[config.mk]
export PLATFORM = sky130hd
export DESIGN_NAME = mem_access_ctrl
export DESIGN_NICKNAME = d
export VERILOG_FILES = /design/src/rtl/mem_access_ctrl.sv
export SDC_FILE = /design/constraint.sdc
export NUM_CORES = 1
export LEC_CHECK = 0
export CAP_MARGIN = 20
export CORE_MARGIN = 10
export CORE_UTILIZATION = 50
export DETAILED_ROUTE_END_ITERATION = 8
export PLACE_DENSITY = 0.87
export SLEW_MARGIN = 20
export SYNTH_ARGS = -nofsm -noshare
export SYNTH_HDL_FRONTEND = slang
export SYNTH_SLANG_ARGS = --single-unit
[constraint.sdc]
create_clock -name clk -period 8.2 [get_ports clk]
set_input_delay 0.82 -clock clk [delete_from_list [all_inputs] [get_ports clk]]
set_output_delay 0.82 -clock clk [all_outputs]
set_load 0.01 [all_outputs]
[src/rtl/mem_access_ctrl.sv]
// mem_access_ctrl
// Data-memory access sequencer for the RV32 load/store stage. Accepts one
// decoded request at a time (req_valid/req_ready), drives a word-wide bus with
// byte enables and returns a single-cycle response carrying the sign- or
// zero-extended load data or a fault flag.
//
// Ports
//   clk, reset            clock, asynchronous active-high reset
//   req_*                 request handshake, op (1=load), size, unsigned, addr, wdata
//   resp_valid/rdata/fault one-cycle completion pulse with load data and fault
//   bus_valid/ready       bus request handshake
//   bus_we/addr/be/wdata  word-aligned request fields, held until accepted
//   bus_rvalid/rdata      read return channel, honoured only while waiting
//
// Configuration
//   MEM_MISALIGNED_SPLIT_EN  when defined, misaligned half/word accesses that
//                            cross a word boundary are split into two bus
//                            accesses; otherwise every misaligned access faults.
//   TIMEOUT_CYCLES           cycles allowed per bus phase before a fault; 0 disables.
module mem_access_ctrl #(
    parameter int unsigned TIMEOUT_CYCLES = 255
) (
    input  logic        clk,
    input  logic        reset,
    input  logic        req_valid,
    output logic        req_ready,
    input  logic        req_op,
    input  logic [1:0]  req_size,
    input  logic        req_unsigned,
    input  logic [31:0] req_addr,
    input  logic [31:0] req_wdata,
    output logic        resp_valid,
    output logic [31:0] resp_rdata,
    output logic        resp_fault,
    output logic        bus_valid,
    input  logic        bus_ready,
    output logic        bus_we,
    output logic [31:0] bus_addr,
    output logic [3:0]  bus_be,
    output logic [31:0] bus_wdata,
    input  logic        bus_rvalid,
    input  logic [31:0] bus_rdata
);

    typedef enum logic [2:0] {
        S_IDLE, S_REQ0, S_WAIT0, S_REQ1, S_WAIT1, S_RESP
    } state_e;

    state_e      state_q, state_d;
    logic [31:0] cnt_q, cnt_d;
    logic        op_q, op_d;
    logic [1:0]  size_q, size_d;
    logic        uns_q, uns_d;
    logic [1:0]  off_q, off_d;
    logic        req_ready_q, req_ready_d;
    logic        bus_valid_q, bus_valid_d;
    logic        bus_we_q, bus_we_d;
    logic [31:0] bus_addr_q, bus_addr_d;
    logic [3:0]  bus_be_q, bus_be_d;
    logic [31:0] bus_wdata_q, bus_wdata_d;
    logic        resp_valid_q, resp_valid_d;
    logic [31:0] resp_rdata_q, resp_rdata_d;
    logic        resp_fault_q, resp_fault_d;

    logic [3:0]  mask_s;
    logic [7:0]  be_sh_s;
    logic [63:0] wd_sh_s;
    logic        bad_s;
    logic        tick_s;
`ifdef MEM_MISALIGNED_SPLIT_EN
    logic        split_q, split_d;
    logic [3:0]  hi_be_q, hi_be_d;
    logic [31:0] hi_wdata_q, hi_wdata_d;
    logic [31:0] rdata0_q, rdata0_d;
`endif

    // Shift raw bus data down to the access offset, truncate and extend.
    function automatic logic [31:0] load_extend(input logic [63:0] raw, input logic [1:0] off,
                                                input logic [1:0] size, input logic uns);
        logic [63:0] sh;
        sh = raw >> {off, 3'b000};
        case (size)
            2'b00:   load_extend = uns ? {24'h000000, sh[7:0]} : {{24{sh[7]}}, sh[7:0]};
            2'b01:   load_extend = uns ? {16'h0000, sh[15:0]} : {{16{sh[15]}}, sh[15:0]};
            default: load_extend = sh[31:0];
        endcase
    endfunction

    // Lane mask, shifted enables/data and legality of the incoming request.
    always_comb begin
        case (req_size)
            2'b00:   mask_s = 4'b0001;
            2'b01:   mask_s = 4'b0011;
            2'b10:   mask_s = 4'b1111;
            default: mask_s = 4'b0000;
        endcase
        be_sh_s = {4'b0000, mask_s} << req_addr[1:0];
        wd_sh_s = {32'h00000000, req_wdata} << {req_addr[1:0], 3'b000};
`ifdef MEM_MISALIGNED_SPLIT_EN
        bad_s = (req_size == 2'b11);
`else
        bad_s = (req_size == 2'b11) ||
                ((req_size == 2'b01) && req_addr[0]) ||
                ((req_size == 2'b10) && (req_addr[1:0] != 2'b00));
`endif
        tick_s = (TIMEOUT_CYCLES != 32'd0) && ((cnt_q + 32'd1) == TIMEOUT_CYCLES);
    end

    // Next-state, captured-request and output-register computation.
    always_comb begin
        state_d      = state_q;
        cnt_d        = cnt_q;
        op_d         = op_q;
        size_d       = size_q;
        uns_d        = uns_q;
        off_d        = off_q;
        bus_we_d     = bus_we_q;
        bus_addr_d   = bus_addr_q;
        bus_be_d     = bus_be_q;
        bus_wdata_d  = bus_wdata_q;
        resp_rdata_d = resp_rdata_q;
        resp_fault_d = resp_fault_q;
`ifdef MEM_MISALIGNED_SPLIT_EN
        split_d      = split_q;
        hi_be_d      = hi_be_q;
        hi_wdata_d   = hi_wdata_q;
        rdata0_d     = rdata0_q;
`endif
        case (state_q)
            S_IDLE: begin
                cnt_d = 32'd0;
                if (req_valid) begin
                    op_d   = req_op;
                    size_d = req_size;
                    uns_d  = req_unsigned;
                    off_d  = req_addr[1:0];
`ifdef MEM_MISALIGNED_SPLIT_EN
                    split_d    = (be_sh_s[7:4] != 4'b0000);
                    hi_be_d    = be_sh_s[7:4];
                    hi_wdata_d = wd_sh_s[63:32];
`endif
                    if (bad_s) begin
                        state_d      = S_RESP;
                        resp_fault_d = 1'b1;
                        resp_rdata_d = 32'h00000000;
                    end else begin
                        state_d     = S_REQ0;
                        bus_we_d    = ~req_op;
                        bus_addr_d  = {req_addr[31:2], 2'b00};
                        bus_be_d    = be_sh_s[3:0];
                        bus_wdata_d = wd_sh_s[31:0];
                    end
                end else begin
                    state_d = S_IDLE;
                end
            end
            S_REQ0: begin
                if (bus_ready) begin
                    cnt_d = 32'd0;
                    if (op_q) begin
                        state_d = S_WAIT0;
`ifdef MEM_MISALIGNED_SPLIT_EN
                    end else if (split_q) begin
                        state_d     = S_REQ1;
                        bus_addr_d  = bus_addr_q + 32'd4;
                        bus_be_d    = hi_be_q;
                        bus_wdata_d = hi_wdata_q;
`endif
                    end else begin
                        state_d      = S_RESP;
                        resp_fault_d = 1'b0;
                        resp_rdata_d = 32'h00000000;
                    end
                end else if (tick_s) begin
                    state_d      = S_RESP;
                    resp_fault_d = 1'b1;
                    resp_rdata_d = 32'h00000000;
                end else begin
                    cnt_d = cnt_q + 32'd1;
                end
            end
            S_WAIT0: begin
                if (bus_rvalid) begin
                    cnt_d = 32'd0;
`ifdef MEM_MISALIGNED_SPLIT_EN
                    rdata0_d = bus_rdata;
                    if (split_q) begin
                        state_d    = S_REQ1;
                        bus_addr_d = bus_addr_q + 32'd4;
                        bus_be_d   = hi_be_q;
                    end else begin
                        state_d      = S_RESP;
                        resp_fault_d = 1'b0;
                        resp_rdata_d = load_extend({32'h00000000, bus_rdata}, off_q, size_q, uns_q);
                    end
`else
                    state_d      = S_RESP;
                    resp_fault_d = 1'b0;
                    resp_rdata_d = load_extend({32'h00000000, bus_rdata}, off_q, size_q, uns_q);
`endif
                end else if (tick_s) begin
                    state_d      = S_RESP;
                    resp_fault_d = 1'b1;
                    resp_rdata_d = 32'h00000000;
                end else begin
                    cnt_d = cnt_q + 32'd1;
                end
            end
`ifdef MEM_MISALIGNED_SPLIT_EN
            S_REQ1: begin
                if (bus_ready) begin
                    cnt_d = 32'd0;
                    if (op_q) begin
                        state_d = S_WAIT1;
                    end else begin
                        state_d      = S_RESP;
                        resp_fault_d = 1'b0;
                        resp_rdata_d = 32'h00000000;
                    end
                end else if (tick_s) begin
                    state_d      = S_RESP;
                    resp_fault_d = 1'b1;
                    resp_rdata_d = 32'h00000000;
                end else begin
                    cnt_d = cnt_q + 32'd1;
                end
            end
            S_WAIT1: begin
                if (bus_rvalid) begin
                    cnt_d        = 32'd0;
                    state_d      = S_RESP;
                    resp_fault_d = 1'b0;
                    resp_rdata_d = load_extend({bus_rdata, rdata0_q}, off_q, size_q, uns_q);
                end else if (tick_s) begin
                    state_d      = S_RESP;
                    resp_fault_d = 1'b1;
                    resp_rdata_d = 32'h00000000;
                end else begin
                    cnt_d = cnt_q + 32'd1;
                end
            end
`endif
            S_RESP: begin
                cnt_d   = 32'd0;
                state_d = S_IDLE;
            end
            default: begin
                cnt_d   = 32'd0;
                state_d = S_IDLE;
            end
        endcase
        // Handshake outputs are registered copies of the next-state decode.
        req_ready_d  = (state_d == S_IDLE);
        bus_valid_d  = (state_d == S_REQ0) || (state_d == S_REQ1);
        resp_valid_d = (state_d == S_RESP);
    end

    // State and output registers.
    always_ff @(posedge clk or posedge reset) begin
        if (reset) begin
            state_q      <= S_IDLE;
            cnt_q        <= 32'd0;
            op_q         <= 1'b0;
            size_q       <= 2'b00;
            uns_q        <= 1'b0;
            off_q        <= 2'b00;
            req_ready_q  <= 1'b1;
            bus_valid_q  <= 1'b0;
            bus_we_q     <= 1'b0;
            bus_addr_q   <= 32'h00000000;
            bus_be_q     <= 4'b0000;
            bus_wdata_q  <= 32'h00000000;
            resp_valid_q <= 1'b0;
            resp_rdata_q <= 32'h00000000;
            resp_fault_q <= 1'b0;
`ifdef MEM_MISALIGNED_SPLIT_EN
            split_q      <= 1'b0;
            hi_be_q      <= 4'b0000;
            hi_wdata_q   <= 32'h00000000;
            rdata0_q     <= 32'h00000000;
`endif
        end else begin
            state_q      <= state_d;
            cnt_q        <= cnt_d;
            op_q         <= op_d;
            size_q       <= size_d;
            uns_q        <= uns_d;
            off_q        <= off_d;
            req_ready_q  <= req_ready_d;
            bus_valid_q  <= bus_valid_d;
            bus_we_q     <= bus_we_d;
            bus_addr_q   <= bus_addr_d;
            bus_be_q     <= bus_be_d;
            bus_wdata_q  <= bus_wdata_d;
            resp_valid_q <= resp_valid_d;
            resp_rdata_q <= resp_rdata_d;
            resp_fault_q <= resp_fault_d;
`ifdef MEM_MISALIGNED_SPLIT_EN
            split_q      <= split_d;
            hi_be_q      <= hi_be_d;
            hi_wdata_q   <= hi_wdata_d;
            rdata0_q     <= rdata0_d;
`endif
        end
    end

    assign req_ready  = req_ready_q;
    assign bus_valid  = bus_valid_q;
    assign bus_we     = bus_we_q;
    assign bus_addr   = bus_addr_q;
    assign bus_be     = bus_be_q;
    assign bus_wdata  = bus_wdata_q;
    assign resp_valid = resp_valid_q;
    assign resp_rdata = resp_rdata_q;
    assign resp_fault = resp_fault_q;

endmodule

# Word-level counts from Yosys, hierarchy flattened
# Cells that the tools add are included.
# op_classes
shift,3
mul,0
n_reduce_logical,14
mux,29
n_addsub,1
div_mod_pow,0
n_eq_ne,13
n_bitwise,2
n_lt_le_gt_ge,0
# ops
cell,count
32-bit 2-to-1 mux,11
32-bit case mux with 2 select lines,2
32-bit case mux with 3 select lines,1
"32-bit by 1-bit adder with 32-bit output, second input constant",1
"32-bit by 8-bit == test with 1-bit output, second input constant",1
32-bit by 5-bit << shifter with 32-bit output,1
32-bit by 5-bit >> shifter with 32-bit output,1
3-bit 2-to-1 mux,6
4-bit case mux with 3 select lines,1
3-bit case mux with 3 select lines,1
"3-bit by 1-bit == test with 1-bit output, second input constant",2
"3-bit by 2-bit == test with 1-bit output, second input constant",2
3-bit logical NOT,2
1-bit 2-to-1 mux,6
"2-bit by 1-bit == test with 1-bit output, second input constant",2
"2-bit == test, second input constant",2
2-bit logical NOT,2
"2-bit inequality test, second input constant",2
4-bit AND reduction,1
4-bit by 2-bit << shifter with 4-bit output,1
"3-bit == test, second input constant",1
1-bit logical OR,3
"3-bit inequality test, second input constant",1
1-bit case mux with 3 select lines,1
other kinds (6),8
# totals
rom_bits,0
ram_bits,0
latch_bits,0
in_bits,105
ff_bits,144
out_inout_bits,105
mem_count,0
word_cells,77

# Longest topological paths before layout
# depth
depth_word,9
mapped_depth,10
ltp_nobuf,9

# Worst setup path before layout
# OpenSTA, ideal clock, no wires.
# synth_timing
kind,register to register
start,register cnt_q[1]
end,"register resp_rdata_q[27], in the netlist resp_rdata[27]"
n_path_buf,1
arrival_time_ns,2.874
synth_period_minus_slack_ns,3.003
setup_time_ns,0.129
path_slack_ns,5.197
stages_incl_launch_ff,9
required_time_ns,8.071
cell_sequence,dfrtp_1 > nand4_4 > or4_4 > nor4_4 > mux2i_1 > a22oi_4 > nor4_4 > buf_6 > a31oi_2
# synth_between
elab_chain_cells,5
word_cells_on_any_way,6
cone_classes,1 x add/sub; 1 x eq/ne; 4 x mux
# synth_rtl
element,line,source
from (decl),50,"logic [31:0] cnt_q, cnt_d;"
from (signal assigned),284,cnt_q <= cnt_d;
32-bit by 1-bit adder with 32-bit output *,106,tick_s = (TIMEOUT_CYCLES != 32'd0) && ((cnt_q + 32'd1) == TIMEOUT_CYCLES);
32-bit by 8-bit == test with 1-bit output *,106,
32-bit 2-to-1 mux *,--,
"32-bit 2-to-1 mux, on equally long branches",--,
32-bit case mux with 3 select lines *,--,
to (signal assigned),296,resp_rdata_q <= resp_rdata_d;
to (decl),62,"logic [31:0] resp_rdata_q, resp_rdata_d;"
# Mark *: on every way between the ends. The rest lies on a longest branch, timed or not.
# A chain may end at the register's enable or synchronous reset.

# Worst setup path in the final report
# layout_timing
start,register cnt_q[0]
end,register cnt_q[0]
# layout_between
elab_chain_cells,5
word_cells_on_any_way,6
cone_classes,1 x add/sub; 1 x eq/ne; 4 x mux
# layout_rtl
element,line,source
32-bit by 1-bit adder with 32-bit output,"179, 206",
32-bit by 8-bit == test with 1-bit output,106,
32-bit 2-to-1 mux *,"174, 201",
"32-bit 2-to-1 mux, on equally long branches","183, 158",
32-bit case mux with 2 select lines *,129,case (state_q)
net cnt_d[0],50,
# Mark *: on every way through the listed nets, which the timed path passes. The rest lies on a longest branch.

==> run_results.csv <==
group,metric,value,unit
run_status,status,"complete, no violations",
drt,dr_total_vias,7507,
critical_path,path_class,"flip-flop to flip-flop",
critical_path,end_kind,"flip-flop",
cts,max-clock-path-buffers,2,
logic_synthesis,synth_compound_area_share,18.18,%
critical_path,startpoint_type,"flip-flop",
timing,setup_tns,0,ns
cells_and_area,drive_gt1_share,13.16,%
logic_synthesis,synth_edf_count,0,
cts,cts-root-buf,"clkbuf_16",
floorplanning,core_area,16470,µm²
critical_path,r2r-start,"cnt_q[0]$_DFF_PP0_",
cells_and_area,layout_commonest_cell,"clkdlybuf4s50_1",
drt,drt_iter0_drc,680,
critical_path,rrSetupSlack,4.27,ns
cts,cts_resized,0,
global_route,gr-usage-met1,27.30,%
cts,clk_latency,0.43,ns
drt,wl_per_cell,19.56,µm
cts,cts_tree,"yes",
place,dp_hpwl,18.17,mm
logic_synthesis,yosysWarnings,0,
logic_synthesis,synth_top_family_by_area,"simple AND/OR/NAND/NOR gates",
floorplanning,die-area,22220,µm²
cells_and_area,insertedDiodeCount,0,
critical_path,timing.rr.end,"cnt_q[0]$_DFF_PP0_",
pwr,cellPowerDensity,308.2,nW/µm²
job,maxCapViolations,0,
place,io_buffers,207,
logic_synthesis,synth_xor_area_share,3.366,%
place,placed_cells_incl_taps,1252,
critical_path,max_stage_delay,0.86,ns
logic_synthesis,synth-main-ff-cell,"dfrtp_1",
global_route,grt_pass1_wl,40.25,mm
drt,vias_per_cell,5.847,
drt,finalWirelength,25.12,mm
min_path,whs_endpoint,"bus_be[0]$_DFFE_PP0P_",
global_route,grtUsageTotal,22.54,%
critical_path,arrival,4.27,ns
min_path,hp-start,"bus_be[0]$_DFFE_PP0P_",
logic_synthesis,synth_seq_area_share,43.29,%
cts,cts_inserted_buffers,17,
pwr,power,3.405,mW
global_route,gr-max-usage-layer,"met2",
floorplanning,ios,210,
timing,skew,0.01231,ns
drt,ant_nets,0,
logic_synthesis,syn_area,8327,µm²
cts,post_cts_buffers,0,
logic_synthesis,synth_cell_type_count,78,
min_path,min_path_cells,2,
logic_synthesis,synth-seq-cells,144,
global_route,grt_use_met2,37.14,%
floorplanning,initial_core_util,50.57,%
logic_synthesis,avgSynthCellArea,9.430,µm²
timing,period_share,47.87,%
cells_and_area,nNetsFinal,1161,
timing,slew_headroom,29.58,%
cells_and_area,postLayoutCoreUtil,67.09,%
cts,htree_levels,4,
cells_and_area,fin_cells,1284,
floorplanning,die_h,149.1,µm
timing,finalHoldViolations,0,
critical_path,r2r_cells,9,
min_path,hold_path.class,"flip-flop to flip-flop",
drt,detailedRoute.firstPassIterationCount,5,
drt,post-route-drc-count,0,
logic_synthesis,synthMuxAreaShare,10.41,%
critical_path,critPathMaxFanout,54,
floorplanning,rows,47,
critical_path,cp.required,8.55,ns
cts,cts_sinks,144,
cts,clkTransAtPathRegs,0.06,ns
logic_synthesis,async_reset_ff_share,100.0,%
global_route,gr-usage-met3,6.098,%
cells_and_area,final_cell_mix,"clkdlybuf4s50_1, dfrtp_1, nand2_1",
logic_synthesis,synth_cells,883,
global_route,antenna_found_initial,0,
cells_and_area,syn_to_final_growth,32.67,%
critical_path,cpMaxStageDelayCell,"nor4_2",
global_route,grt_max_degree,96,
pwr,p_leak,4.497,nW
place,gp_congestion,0.9127,
timing,tightest_slew,1.054,ns
global_route,overflow,0,
logic_synthesis,synthAdderAreaFrac,0.7513,%
timing,setup_viol,0,
global_route,grt_pass1_vias,7481,
logic_synthesis,synthSimpleGateAreaFrac,19.22,%
floorplanning,fp.dieW,149.1,µm
timing,rsz0062_at_grt,"false",
critical_path,crit_chain,"ha_1 > nand4_1 > nor4_2 > nand2_1 > or3_2 > xnor2_1 > nor4_4 > buf_4 > mux2i_1",
timing,report.final.slew_viol_count,0,
cts,cts_hold_buffers,0,
pwr,vdd_drop_max,238.3,µV
timing,min_period,3.925,ns
timing,fmax,0.2547,GHz
metrics by stage:
| stage | worst slack, ns | instance area [µm²] | hold WS [ns] |
|---|---|---|---|
| floorplan | 3.515 | 8330 | 0.4811 |
| global placement | 4.499 | 10440 | 0.4497 |
| detailed placement | 4.310 | 10440 | 0.4556 |
| CTS | 4.306 | 11050 | 0.4694 |
| global route | 3.954 | 11050 | 0.5085 |
| finish | 4.275 | 11050 | 0.4659 |
worst max path at each step:
stage / start / endpoint
2_1_floorplan: reset / bus_addr[10]$_DFFE_PP0P_
3_3_place_gp: cnt_q[1]$_DFF_PP0_ / cnt_q[3]$_DFF_PP0_
3_5_place_dp: cnt_q[0]$_DFF_PP0_ / cnt_q[0]$_DFF_PP0_
4_1_cts: cnt_q[0]$_DFF_PP0_ / resp_rdata[16]$_DFFE_PP0P_
5_1_grt: cnt_q[1]$_DFF_PP0_ / cnt_q[0]$_DFF_PP0_
6_report: cnt_q[0]$_DFF_PP0_ / cnt_q[0]$_DFF_PP0_
routing by layer:
metal / wire length (µm) / share of wire (%) / up-vias
li1: - / - / 3503
met1: 9973 / 40 / 3593
met2: 12370 / 49 / 361
met3: 2011 / 8.0 / 50
met4: 758 / 3.0 / 0
met5: 0 / 0 / -
final cells by class:
class	instances	area, µm²
multi-input combinational	656	4348
inverter	14	57.56
sequential	144	3605
timing repair buffer	218	2155
clock inverter	14	167.7
clock buffer	18	439.2
tap	220	275.3
fill	1282	5419
kinds of logic (layout without fill, tap and decap cells):
logic type               after synthesis  count (layout)
buffers and inverters                 84             264
XOR/XNOR                              32              32
AO/OA/AOI/OAI                        224             224
multiplexers                          80              80
flip-flops                           144             144
adder cells (fa/ha/maj)                5               5
AND/OR/NAND/NOR                      313             313
other                                  1               2
worst max-delay path, delay by kind of cell, from the launching register on:
kind / cells / cell delay [ns]
xor+xnor: 1 / 0.19
mux: 1 / 0.27
flops: 1 / 0.49
fa+ha+maj: 1 / 0.27
buf+inv: 1 / 0.63
simple gates: 5 / 1.96
synthesized netlist by cell type, drive strengths merged (4+ instances only):
library cell,n,area [µm²]
nand3,17,90.09
a2bb2oi,8,70.07
o31ai,12,90.09
nor2,84,315.3
nor2b,26,162.7
a32oi,14,122.6
mux2i,36,360.4
a31oi,4,37.53
o21ai,56,336.6
buf,28,180.2
inv,13,48.80
a21boi,6,45.04
dfrtp,143,3578
xor2,15,131.4
and3,4,25.02
nor3,26,151.4
ha,5,62.56
mux2,43,484.2
clkbuf,42,161.4
nor4,13,138.9
o211ai,16,125.1
a21oi,70,350.3
a211oi,19,147.6
nand2b,5,31.28
and2,4,25.02
nand4,13,123.9
nand2,103,386.6
xnor2,17,148.9
flip-flops by register name, indices dropped and copies added, names as in the netlist, 2 cells and up:
register	cells
bus_wdata	32
cnt_q	32
resp_rdata	32
bus_addr	30
bus_be	4
state_q	3
off_q	2
size_q	2
where the power goes:
group,internal [mW],switching [mW],total (mW)
Sequential,0.950,0.162,1.11
Clock,0.466,0.329,0.795
Combinational,0.745,0.753,1.50
(Power assumes the default switching activity.)
